[src/rtl/out_port_bcd_seg.sv]
// Sequential binary-to-BCD stage driving a two-digit active-low seven-segment pair.
// Optional feature: define OUT_SEG_LZB_EN to blank a leading zero on the tens digit.
module out_port_bcd_seg #(
    parameter int DATA_W = 8
) (
    input  logic        clk,
    input  logic        reset,
    input  logic [31:0] out_port,
    output logic [6:0]  out_high,
    output logic [6:0]  out_low,
    output logic        busy,
    output logic        done,
    output logic        ovf
);

    localparam logic [1:0] IDLE  = 2'd0;
    localparam logic [1:0] CONV  = 2'd1;
    localparam logic [1:0] LATCH = 2'd2;

    localparam logic [6:0] SEG_DASH  = 7'b0111111;
    localparam logic [6:0] SEG_BLANK = 7'b1111111;
    localparam logic [6:0] SEG_ZERO  = 7'b1000000;

`ifdef OUT_SEG_LZB_EN
    localparam logic [6:0] HIGH_RESET = SEG_BLANK;
`else
    localparam logic [6:0] HIGH_RESET = SEG_ZERO;
`endif

    logic [1:0]        state;
    logic [DATA_W-1:0] last;
    logic              hi_nz;
    logic [DATA_W-1:0] sh;
    logic [11:0]       bcd;
    logic [11:0]       bcd_adj;
    logic [3:0]        cnt;
    logic              upper_nz;
    logic              trigger;
    logic              overflow;
    logic [6:0]        high_glyph;

    function automatic logic [6:0] seg7(input logic [3:0] d);
        case (d)
            4'd0:    seg7 = 7'b1000000;
            4'd1:    seg7 = 7'b1111001;
            4'd2:    seg7 = 7'b0100100;
            4'd3:    seg7 = 7'b0110000;
            4'd4:    seg7 = 7'b0011001;
            4'd5:    seg7 = 7'b0010010;
            4'd6:    seg7 = 7'b0000010;
            4'd7:    seg7 = 7'b1111000;
            4'd8:    seg7 = 7'b0000000;
            4'd9:    seg7 = 7'b0010000;
            default: seg7 = SEG_BLANK;
        endcase
    endfunction

    assign upper_nz = |out_port[31:DATA_W];
    assign trigger  = (out_port[DATA_W-1:0] != last) || (upper_nz != hi_nz);
    assign overflow = hi_nz || (bcd[11:8] != 4'd0);
    assign busy     = (state != IDLE);

    // Double-dabble correction: any nibble >= 5 would exceed 9 after the shift.
    always_comb begin
        bcd_adj = bcd;
        for (int i = 0; i < 3; i++) begin
            if (bcd[4*i +: 4] >= 4'd5) begin
                bcd_adj[4*i +: 4] = bcd[4*i +: 4] + 4'd3;
            end
        end
    end

    always_comb begin
        high_glyph = seg7(bcd[7:4]);
`ifdef OUT_SEG_LZB_EN
        if (bcd[7:4] == 4'd0) begin
            high_glyph = SEG_BLANK;
        end
`endif
    end

    always_ff @(posedge clk) begin
        if (reset) begin
            state    <= IDLE;
            last     <= '0;
            hi_nz    <= 1'b0;
            sh       <= '0;
            bcd      <= '0;
            cnt      <= '0;
            out_high <= HIGH_RESET;
            out_low  <= SEG_ZERO;
            ovf      <= 1'b0;
            done     <= 1'b0;
        end else begin
            done <= 1'b0;
            case (state)
                IDLE: begin
                    if (trigger) begin
                        last  <= out_port[DATA_W-1:0];
                        hi_nz <= upper_nz;
                        sh    <= out_port[DATA_W-1:0];
                        bcd   <= '0;
                        cnt   <= 4'(DATA_W);
                        state <= CONV;
                    end
                end
                CONV: begin
                    {bcd, sh} <= {bcd_adj, sh} << 1;
                    cnt       <= cnt - 4'd1;
                    if (cnt == 4'd1) begin
                        state <= LATCH;
                    end
                end
                LATCH: begin
                    // Display registers change only here, so partial BCD is never shown.
                    if (overflow) begin
                        out_high <= SEG_DASH;
                        out_low  <= SEG_DASH;
                        ovf      <= 1'b1;
                    end else begin
                        out_high <= high_glyph;
                        out_low  <= seg7(bcd[3:0]);
                        ovf      <= 1'b0;
                    end
                    done  <= 1'b1;
                    state <= IDLE;
                end
                default: state <= IDLE;
            endcase
        end
    end

endmodule

[config.mk]
export PLATFORM = sky130hd
export DESIGN_NAME = out_port_bcd_seg
export DESIGN_NICKNAME = d
export VERILOG_FILES = /design/src/rtl/out_port_bcd_seg.sv
export SDC_FILE = /design/constraint.sdc
export NUM_CORES = 1
export LEC_CHECK = 0
export ABC_CLOCK_PERIOD_IN_PS = 3600
export CORE_ASPECT_RATIO = 0.5
export CORE_MARGIN = 2
export CORE_UTILIZATION = 51
export DETAILED_ROUTE_END_ITERATION = 8
export PLACE_DENSITY = 0.77
export SYNTH_ARGS = -nofsm -noshare
export SYNTH_HDL_FRONTEND = slang
export SYNTH_SLANG_ARGS = --single-unit
[constraint.sdc]
create_clock -name clk -period 3.6 [get_ports clk]
set_input_delay 0.36 -clock clk [delete_from_list [all_inputs] [get_ports clk]]
set_output_delay 0.36 -clock clk [all_outputs]
set_load 0.01 [all_outputs]
==> results.md <==
* Synth top area share at 42.5%
* Post-synth EDFFs at 0
* Hold Path Class: input port to register
* Initial core utilization at between 50% and 60%
* Antenna Nets Post-Route at 0
* RSZ-0062 raised after global routing: false
* Rel. slew slack at a little under half
* Worst Reg-to-Reg Cells at 9
* Crit path cell chain: clkdlybuf4s50_1 > nor4_1 > nand4_1 > or4_1 > o211ai_2 > buf_4 > a22oi_1 > nor4b_1 > a311oi_1
* DPL Wire Length at 4930 um
* H-tree Lvls at 3
* Final net count at approximately 440
* Area Overhead vs Synth at 28.0%
* Outcome: finished clean
* Worst Path Required at 3.77 ns
* Congestion Overflow GR at 0
* Dpl cells at 445
* Async SR Flop Fraction at 0%
* Total number of vias at 2642
* Hold buffer count at CTS at 0
* Clock Path Buffers at 2
* Final Critical Period at 3.11 ns
* Clock Latency Late Sink at approximately 0.32 ns
* Final number of hold-violating endpoints at 0
* Crit share post-route at 86.5%
* Post-Syn Instances at ~330
* Most common cell after layout, fill and taps aside: dfxtp_1
* Worst clock skew at 0.00436 ns
* CP Capture Type: register
* P_leak at 1.53 nW
* Non-Filler Instances at 461
* Slowest CP cell: nor4b_1
* Setup bufs post-CTS at 0
* TritonCTS Buffers at 9
* Sequential fraction of the synthesis area at 42.5%
* Largest net degree at the start of global routing at 54
* WL final at 6810 um
* Cell area after synthesis at 0.00306 sq mm
* Maximum vdd ir drop at ~260 uV
* Pwr Density at about 450 mW/mm^2
* Max stage delay on crit path at 0.53 ns
* Worst Setup SP: out_port[27]
* Ys Warns at 0
* Diode count at 0
* Placeable Area at 0.00563 sq mm
* Port Buffers at 50
* Critical Path Source Type: input port
* Post-route setup slack at approximately 0.49 ns
* CP Buf/Inv Count at 2
* Post-Syn Nets at about 380
* Hold_ws at 0.423 ns
* Multi-input gate area at 0.00162 sq mm
* Fin Setup TNS at 0 ns
* Clk sinks at 65
* Wirelength per Cell at roughly 15 um
* DRC errors left at 0
* DP Worst Slack at 0.188 ns
* Worst R2R Start: last[5]$_SDFFE_PP0P_
* Worst Setup Path Type: input port to register
* Share of cells above drive strength 1 at 11.1%
* # IOs at roughly 50
* Rows at 19
* Vias in the first global route at 2578
* Slew @ Worst Pin at 0.810 ns
* GRT Resource Usage Total at 22.4%
* Synth Flop Type: dfxtp_1
* Kind of cell adding the most delay to the critical path: simple AND/OR/NAND/NOR gates
* Crit. path cell count at 9
* Die span in y at a little under 60 um
* TritonCTS clock tree: built
* Most frequent cells in the layout: dfxtp_1, clkdlybuf4s50_1, nand2_1
* CTS root buf: clkbuf_16
* Horiz. Die Dim at 114 um
* Routability cong. at 0.882
* CTS clock-pin slew for the worst setup and hold paths at 0.05 ns
* Fmax achieved at roughly 320 MHz
* R2r setup slk at 0.76 ns
* First-pass GRT wire length at 11800 um
* Area contributors post-synth: dfxtp_1, ha_1, o221a_2
* Slew Viols, Final at 0
* Final setup viols at 0
* Worst-path maximum fanout at 17
* Mean Syn Cell Area at 9.26 sq um
* Max cap viols at 0
* Initial antenna violation count at 0
* Total power at approximately 0.0018 W
* DRT iter0 DRCs at 152
* Reg area at 0.00130 sq mm
* Crit path arrival time at between 3 and 4 ns
* Area leader, netlist: dfxtp_1
* Drt first pass iters at 4
* Die Footprint at 0.00668 sq mm
* Vias per inst at 5.73
* FF+latch count, synth at 65
* Distinct cells, synth at 53
* Post-CTS sizing at 0
* Layout fillers at 451
==> how the worst min path moves through the flow <==
stage | cells after the start | slack [ns] | to | from
floorplan | 1 | 0.43 | out_high[6]$_SDFFE_PP1P_ | high_glyph[6]$_DFF_P_
global placement | 1 | 0.43 | out_low[6]$_SDFFE_PP1P_ | register
detailed placement | 1 | 0.44 | out_low[6]$_SDFFE_PP1P_ | register
CTS | 3 | 0.41 | bcd[1]$_SDFFE_PP0P_ | reset
global route | 3 | 0.43 | bcd[1]$_SDFFE_PP0P_ | reset
finish | 3 | 0.42 | bcd[1]$_SDFFE_PP0P_ | reset
==> kinds of logic after synthesis <==
logic type	share of synthesized area, %
AO/OA/AOI/OAI	24.1
XOR/XNOR	4.00
adder cells (fa/ha/maj)	7.76
buffers and inverters	4.78
flip-flops	42.5
multiplexers	0.817
AND/OR/NAND/NOR	16.1
==> cell type report <==
cell class              instances  share of cell area [%]
clock buffers                  11                    5.93
clock inverters                 5                    1.44
inverters                      18                    1.72
multi-input cells             231                    41.2
flip-flops and latches         65                    33.2
well taps                      73                    2.33
repair buffers                 58                    14.2
==> per-layer routing <==
metal	share of wire, %	GRT usage [%]	vias to the layer above	routed length [um]
met2	49	39.3	66	3310
met3	5.2	7.11	6	354
li1	-	-	1312	-
met4	0.81	8.01	0	55
met1	45	26.5	1258	3090
met5	0	0	-	0
==> where the power goes <==
| group | total [W] | switching, W | internal, W | leakage (nW) |
|---|---|---|---|---|
| Combinational | 0.000162 | 0.0000814 | 0.0000807 | 0.858 |
| Clock | 0.000833 | 0.000299 | 0.000534 | 0.139 |
| Sequential | 0.000767 | 0.0000201 | 0.000747 | 0.529 |
==> worst register-to-register path: stages (launching register included) <==
cell      delay (ns)
dfxtp_1         0.32
xor2_1          0.16
nor4_1          0.37
buf_4           0.19
nand2_1         0.09
o211ai_2        0.36
buf_4           0.31
a22oi_1         0.28
nor4b_1         0.53
a311oi_1        0.08
==> synth_stat cells (2+ instances only) <==
library cell / count
o221a_2: 12
o31ai_1: 2
xor2_1: 9
nor2_1: 28
inv_1: 17
a21oi_1: 26
o21ai_0: 10
a22oi_1: 12
a32o_1: 4
a221o_1: 3
a31oi_1: 3
nor2b_1: 5
o311ai_0: 2
ha_1: 19
nor3_1: 5
buf_4: 2
dfxtp_1: 65
a221oi_1: 3
clkbuf_1: 14
a41oi_1: 2
xnor2_1: 5
a211oi_1: 4
a21o_1: 2
nor3b_1: 2
o21a_1: 2
nand4_1: 2
nand2b_1: 9
nand2_1: 29
nor4_1: 9
==> through the flow <==
stage / util (%) / cell area [sq um]
after floorplan: - / 3060
after global placement: 64.5 / 3630
after detailed placement: 64.5 / 3630
after CTS: 69.6 / 3920
after global routing: 69.6 / 3920
final: 69.6 / 3920
Note: power is estimated with default switching activity, not from simulation.
